===== config.mk =====
export PLATFORM = sky130hd
export DESIGN_NAME = mem_port_arbiter
export DESIGN_NICKNAME = d
export VERILOG_FILES = /design/src/rtl/mem_arb_pkg.sv /design/src/rtl/lat_counter.sv /design/src/rtl/mem_port_arbiter.sv
export SDC_FILE = /design/constraint.sdc
export NUM_CORES = 1
export LEC_CHECK = 0
export CORE_ASPECT_RATIO = 2
export CORE_UTILIZATION = 33
export CTS_CLUSTER_SIZE = 16
export DETAILED_ROUTE_END_ITERATION = 7
export PLACE_DENSITY = 0.77
export SLEW_MARGIN = 15
export SYNTH_ARGS = -nofsm -noshare
export SYNTH_HDL_FRONTEND = slang
export SYNTH_HIERARCHICAL = 1
export SYNTH_SLANG_ARGS = --single-unit

===== constraint.sdc =====
create_clock -name clk -period 2.1 [get_ports clk]
set_input_delay 0.525 -clock clk [delete_from_list [all_inputs] [get_ports clk]]
set_output_delay 0.525 -clock clk [all_outputs]
set_load 0.005 [all_outputs]

===== src/rtl/mem_arb_pkg.sv =====
// Shared types for the unified memory port arbiter: FSM state encoding,
// grant encoding and the round-robin grant decision.
package mem_arb_pkg;

  localparam int CNT_W = 4;

  typedef enum logic [1:0] {
    IDLE  = 2'd0,
    IBUSY = 2'd1,
    DBUSY = 2'd2
  } arb_state_e;

  typedef enum logic {
    GRANT_I = 1'b0,
    GRANT_D = 1'b1
  } grant_e;

  // Data wins unless both request and data was the last one served.
  function automatic grant_e pickGrant(input logic iReq, input logic dReq, input logic lastD);
    if (dReq && !(iReq && lastD)) return GRANT_D;
    return GRANT_I;
  endfunction

endpackage


===== src/rtl/lat_counter.sv =====
// Memory access latency counter: loads 1 when an access starts, counts each
// busy cycle and flags the terminal count MAX.
module lat_counter
  import mem_arb_pkg::*;
#(
  parameter int MAX = 2
) (
  input  logic clk_i,
  input  logic rst_ni,
  input  logic clear_i,
  input  logic load_i,
  input  logic en_i,
  output logic tc_o
);

  logic [CNT_W-1:0] cnt_q, cnt_d;

  always_comb begin
    cnt_d = cnt_q;
    if (clear_i)     cnt_d = '0;
    else if (load_i) cnt_d = CNT_W'(1);
    else if (en_i)   cnt_d = cnt_q + CNT_W'(1);
  end

  always_ff @(posedge clk_i or negedge rst_ni) begin
    if (!rst_ni) cnt_q <= '0;
    else         cnt_q <= cnt_d;
  end

  assign tc_o = (cnt_q == CNT_W'(MAX));

endmodule


===== src/rtl/mem_port_arbiter.sv =====
// Arbitrates the fetch and MEM stages onto one single-port memory with a
// fixed access latency, round-robin on simultaneous requests.
module mem_port_arbiter
  import mem_arb_pkg::*;
#(
  parameter int MEM_LAT = 2,
  parameter int AW      = 32,
  parameter int DW      = 32
) (
  input  logic          clk,
  input  logic          rst_n,
  input  logic          IReq,
  input  logic [AW-1:0] IAddr,
  output logic [DW-1:0] IRdata,
  output logic          IReady,
  input  logic          DReq,
  input  logic          DWe,
  input  logic [AW-1:0] DAddr,
  input  logic [DW-1:0] DWdata,
  output logic [DW-1:0] DRdata,
  output logic          DReady,
  output logic          MemEn,
  output logic          MemWe,
  output logic [AW-1:0] MemAddr,
  output logic [DW-1:0] MemWdata,
  input  logic [DW-1:0] MemRdata,
  output logic          StallF,
  output logic          StallM
);

  arb_state_e    state_q;
  logic          lastD_q;
  logic [AW-1:0] addr_q;
  logic          we_q;
  logic [DW-1:0] wdata_q;

  logic   busy, start, tc, done;
  grant_e grant;

  assign busy  = (state_q != IDLE);
  assign start = (state_q == IDLE) && (IReq || DReq);
  assign done  = busy && tc;
  assign grant = pickGrant(IReq, DReq, lastD_q);

  lat_counter #(.MAX(MEM_LAT)) uLatCounter (
    .clk_i  (clk),
    .rst_ni (rst_n),
    .clear_i(done),
    .load_i (start),
    .en_i   (busy && !tc),
    .tc_o   (tc)
  );

  // Requests seen while busy are dropped; the requester keeps asserting.
  always_ff @(posedge clk or negedge rst_n) begin
    if (!rst_n) begin
      state_q <= IDLE;
      lastD_q <= 1'b0;
      addr_q  <= '0;
      we_q    <= 1'b0;
      wdata_q <= '0;
    end else begin
      case (state_q)
        IDLE: begin
          if (start) begin
            if (grant == GRANT_D) begin
              state_q <= DBUSY;
              lastD_q <= 1'b1;
              addr_q  <= DAddr;
              we_q    <= DWe;
              wdata_q <= DWdata;
            end else begin
              state_q <= IBUSY;
              lastD_q <= 1'b0;
              addr_q  <= IAddr;
              we_q    <= 1'b0;
              wdata_q <= '0;
            end
          end
        end
        IBUSY, DBUSY: begin
          if (tc) state_q <= IDLE;
        end
        default: state_q <= IDLE;
      endcase
    end
  end

  assign MemEn    = busy;
  assign MemWe    = (state_q == DBUSY) && we_q;
  assign MemAddr  = busy ? addr_q : '0;
  assign MemWdata = (state_q == DBUSY) ? wdata_q : '0;

  assign IReady = (state_q == IBUSY) && done;
  assign DReady = (state_q == DBUSY) && done;
  assign IRdata = IReady ? MemRdata : '0;
  assign DRdata = (DReady && !we_q) ? MemRdata : '0;

  assign StallF = IReq && !IReady;
  assign StallM = DReq && !DReady;

endmodule

# Word level (Yosys, flattened, before mapping)
# Cells that the tools add are included.
# classes
addsub	1
mul	0
div_mod_pow	0
magnitude_cmp	0
n_eq_ne	5
n_shift	0
muxes	18
n_bitwise	0
n_reduce_logical	23
# op_table
op	n
$mux 32	6
$mux 4	3
$logic_and 1x1->1	11
$mux 2	3
$logic_not 1->1	5
$mux 1	5
$add 4x1->4 const B	1
$eq 4x2->1 const B	1
$ne 2x2->1 const B	2
$pmux 2 s2	1
$reduce_and 2->1	2
$reduce_bool 3->1	1
$eq 2x1->1 const B	1
$eq 2x2->1 const B	1
$logic_not 2->1	1
$reduce_bool 2->1	1
$reduce_or 2->1	1
$logic_or 1x1->1	1
# totals
reg_bits	72
latch_bits	0
ramBits	0
rom_bits	0
input_bits	133
out_inout_bits	134
memories	0

# Logic depth before layout (Yosys ltp)
# depth
ltp_word	8
ltp_mapped	7
mapped_depth_nobuf	6

# Hierarchy
# Netlist, hierarchy kept.
# by_module_without_submodules
module	n_inst	cells_each	area_each_um2	seq_area_each_um2
mem_port_arbiter	1	420	3918.8	1701.6
lat_counter	1	22	231.5	100.1

# Least setup slack after synthesis
# No wires, ideal clock.
# synth_timing
path_kind	reg-to-output
startpoint	register uLatCounter.cnt_q[0]
endpoint	output port IRdata[10]
arrival_ns	1.647
required_time_ns	1.575
setup_slack_ns	-0.072
stages_incl_launch_ff	7
path_buffers	1
cell_sequence	dfrtp_1 -> inv_1 -> ha_1 -> nor3b_1 -> and2b_1 -> clkbuf_1 -> and3_1
# synth_via
elab_chain_cells	4
# synth_rtl
item	line	source
start, declared	lat_counter.sv:16	logic [CNT_W-1:0] cnt_q, cnt_d;
start signal, assigned	lat_counter.sv:27	else cnt_q <= cnt_d;
$eq 4x2->1	lat_counter.sv:30	assign tc_o = (cnt_q == CNT_W'(MAX));
via tc	mem_port_arbiter.sv:37	logic busy, start, tc, done;
$logic_and 1x1->1	mem_port_arbiter.sv:42	assign done = busy && tc;
$logic_and 1x1->1	mem_port_arbiter.sv:94	assign IReady = (state_q == IBUSY) && done;
$mux 32	mem_port_arbiter.sv:96	assign IRdata = IReady ? MemRdata : '0;
end, declared	mem_port_arbiter.sv:14	output logic [DW-1:0] IRdata,
# The timed path passes the listed nets, and every way through them passes these cells.

# Final worst setup path
# layout_timing
startpoint	register uLatCounter.cnt_q[0]
endpoint	output port DRdata[20]
# layout_via
elab_chain_cells	5
# layout_rtl
item	line	source
$eq 4x2->1	lat_counter.sv:30	
via tc	mem_port_arbiter.sv:37	
$logic_and 1x1->1	mem_port_arbiter.sv:42	
$logic_and 1x1->1	mem_port_arbiter.sv:95	assign DReady = (state_q == DBUSY) && done;
$logic_and 1x1->1	mem_port_arbiter.sv:97	assign DRdata = (DReady && !we_q) ? MemRdata : '0;
$mux 32	mem_port_arbiter.sv:97	
end, declared	mem_port_arbiter.sv:20	output logic [DW-1:0] DRdata,
# The timed path passes the listed nets, and every way through them passes these cells.

==> metrics.csv <==
metric;value;unit
max_slew.worst_pin.slew;481.5;ps
ctsHtreeMaxLevel;3;
required;1570;ps
io_buffers;266;
hold_violations;0;
ys_warn_count;6;
fmax;382.7;MHz
drc;0;
crit_slowest_cell;dfrtp_1;
insertion_delay;340;ps
vias_per_cell;5.096;
crit_start;uLatCounter/cnt_q[0]$_DFFE_PN0P_;
ys_async_sr_fraction;100.0;%
area_growth;96.26;%
crit_path_end_kind;output port;
crit_path_cell_trace;inv_2 -> ha_4 -> nor3b_4 -> nand3b_4 -> nor2_4 -> buf_6 -> buf_6 -> buf_4 -> and2_1 -> buf_2;
grt-ovfl-total;0;
cts-root-buf;clkbuf_16;
critPathKind;flop to output port;
finalCritPeriodShare;124.4;%
layout.nets;898;
core;12200;um2
gp_congestion;0.7645;
cts_hold_buf;0;
layout-drive-gt1-share;47.19;%
synth_flop_cell;dfrtp_1;
ant_nets;0;
hp-class;input port to asynchronous set/reset pin;
final_cell_mix;clkdlybuf4s50_1, buf_6, dfrtp_1;
cp-start-kind;flop;
cts_tree;done;
numCtsBuffers;9;
hpwlAfterDp;11.58;mm
fin_ws;-513.2;ps
grt_max_degree;41;
arrival;2090;ps
num_antenna_cells;0;
power_leakage;3.961;nW
critPathMostFrequentCell;buf_6;
yosysUniqueCellTypes;36;
synth_fp_nets;580;
ir_worst_vdd;0.0008586;V
power;9.396;mW
p_per_area;1154;nW/um2
seq_area_frac_synth;43.41;%
start_util;34.03;%
synth_seq_cells;72;
grt_setup_unrepaired;true;
vias;4648;
dp.cells;846;
grt_pass1_wl;24.23;mm
dr.first_iter.drc_count;155;
clock-sinks;72;
die_area;13060;um2
dpl_cell_area;7099;um2
fin_skew;11.15;ps
clk_path_buf_depth;2;
whs;131.3;ps
outcome;complete, but fails checks;
row_count;57;
slowest_delay;400;ps
synthCells;442;
antenna_found_initial;0;
final_common_cell;clkdlybuf4s50_1;
wl;17.57;mm
path_max_fanout;6;
fp.dieH;160.6;um
slew_viol_final;0;
wl_per_cell;19.26;um
clk_pin_slew;70;ps
slew_headroom;67.90;%
stdcell_count;912;
grt_pass1_vias;4678;
fillers;990;
synth-edff-count;0;
die_w;81.30;um
fin_crit;2613;ps
first_pass_iters;4;
violations;negative setup slack;
maxCapViolCount;0;
track_usage;25.16;%
ios;267;
synth.avg_cell_area;9.390;um2
fin_area;8145;um2
synthesis.area;4150;um2
r2r_start;uLatCounter/cnt_q[0]$_DFFE_PN0P_;
setup_violations;112;
-- state kept, by name, summed over array words and instances, names as in the netlist --
register,count
addr_q,32
wdata_q,32
uLatCounter/cnt_q,4
state_q,2
lastD_q,1
we_q,1
-- report_power, final --
| group | switching (mW) | internal [mW] | leakage, nW |
|---|---|---|---|
| combinational | 2.45 | 3.02 | 2.94 |
| sequential | 0.383 | 2.04 | 0.877 |
| clock | 0.666 | 0.837 | 0.146 |
| total | 3.50 | 5.90 | 3.96 |
-- layer usage --
metal	GRT usage (%)	up-vias	part of all wire (%)
met3	5.398	56	7.3
met4	13.72	0	6.9
met5	0	-	0
met2	48.22	257	55
li1	-	2128	-
met1	22.99	2207	31
-- final cells by class --
cell class	count	area [um2]	share of cell area (%)
Clock buffer	9	225.2	2.765
Clock inverter	7	68.82	0.8449
Inverter	7	28.78	0.3533
Multi-Input combinational cell	327	2485	30.51
Sequential cell	72	1802	22.12
Tap cell	147	183.9	2.258
Timing Repair Buffer	343	3352	41.15
-- synthesized netlist by cell type (2+ instances only) --
master / count / area, um2
inv_1: 5 / 18.77
clkbuf_1: 14 / 52.55
nand2b_1: 2 / 12.51
inv_2: 2 / 7.510
nor2_1: 33 / 123.9
nor2b_1: 33 / 206.5
buf_2: 11 / 55.05
buf_4: 7 / 52.55
ha_1: 5 / 62.56
and2_1: 67 / 419.2
nand2_1: 33 / 123.9
and3_1: 32 / 200.2
a22o_1: 33 / 289.0
buf_6: 4 / 45.04
a21oi_2: 40 / 350.3
nor3b_1: 2 / 15.01
dfrtp_1: 72 / 1802
a21oi_1: 29 / 145.1
-- through the flow --
stage	worst slack (ps)	TNS [ps]	utilization (%)
final	-513.2	-31720	66.79
after CTS	-678.5	-38500	63.32
after global routing	-597.6	-38400	66.79
after detailed placement	-377.2	-29930	58.21
after global placement	-358.3	-23960	58.21
after floorplan	101.2	0	-
-- logic make-up after synthesis --
| kind of cell | share of synthesized area, % |
|---|---|
| AO/OA/AOI/OAI | 20.41 |
| XOR/XNOR | 0.2111 |
| multiplexers | 0.2713 |
| adder cells (fa/ha/maj) | 1.507 |
| AND/OR/NAND/NOR | 28.61 |
| buffers and inverters | 5.577 |
| flip-flops | 43.41 |
-- worst max-delay path, delay by kind of cell, from the launching register on --
family	cells	cell delay, ps
fa+ha+maj	1	110
buf+inv	5	520
flops	1	400
simple gates	4	710
-- final timing paths --
| check | end | slack [ps] | cells after the start |
|---|---|---|---|
| worst max register to register | uLatCounter/cnt_q[3]$_DFFE_PN0P_ | 70 | 10 |
| worst max-delay path | DRdata[20] | -510 | 10 |
| worst min register to register | wdata_q[1]$_DFFE_PN0P_ | 500 | 1 |
| max in group asynchronous | addr_q[28]$_DFFE_PN0P_ | 1360 | 2 |
| min in group clk | wdata_q[1]$_DFFE_PN0P_ | 500 | 1 |
| worst min-delay path | wdata_q[20]$_DFFE_PN0P_ | 130 | 1 |
-- what timing repair did --
action                                  CTS  global route
setup buffers                            22            24
resized for setup                       375           332
endpoints found under the setup margin  134           134
gates cloned                              5             7
pin swaps                                 2            10
Power figures use the tool's default switching activity.
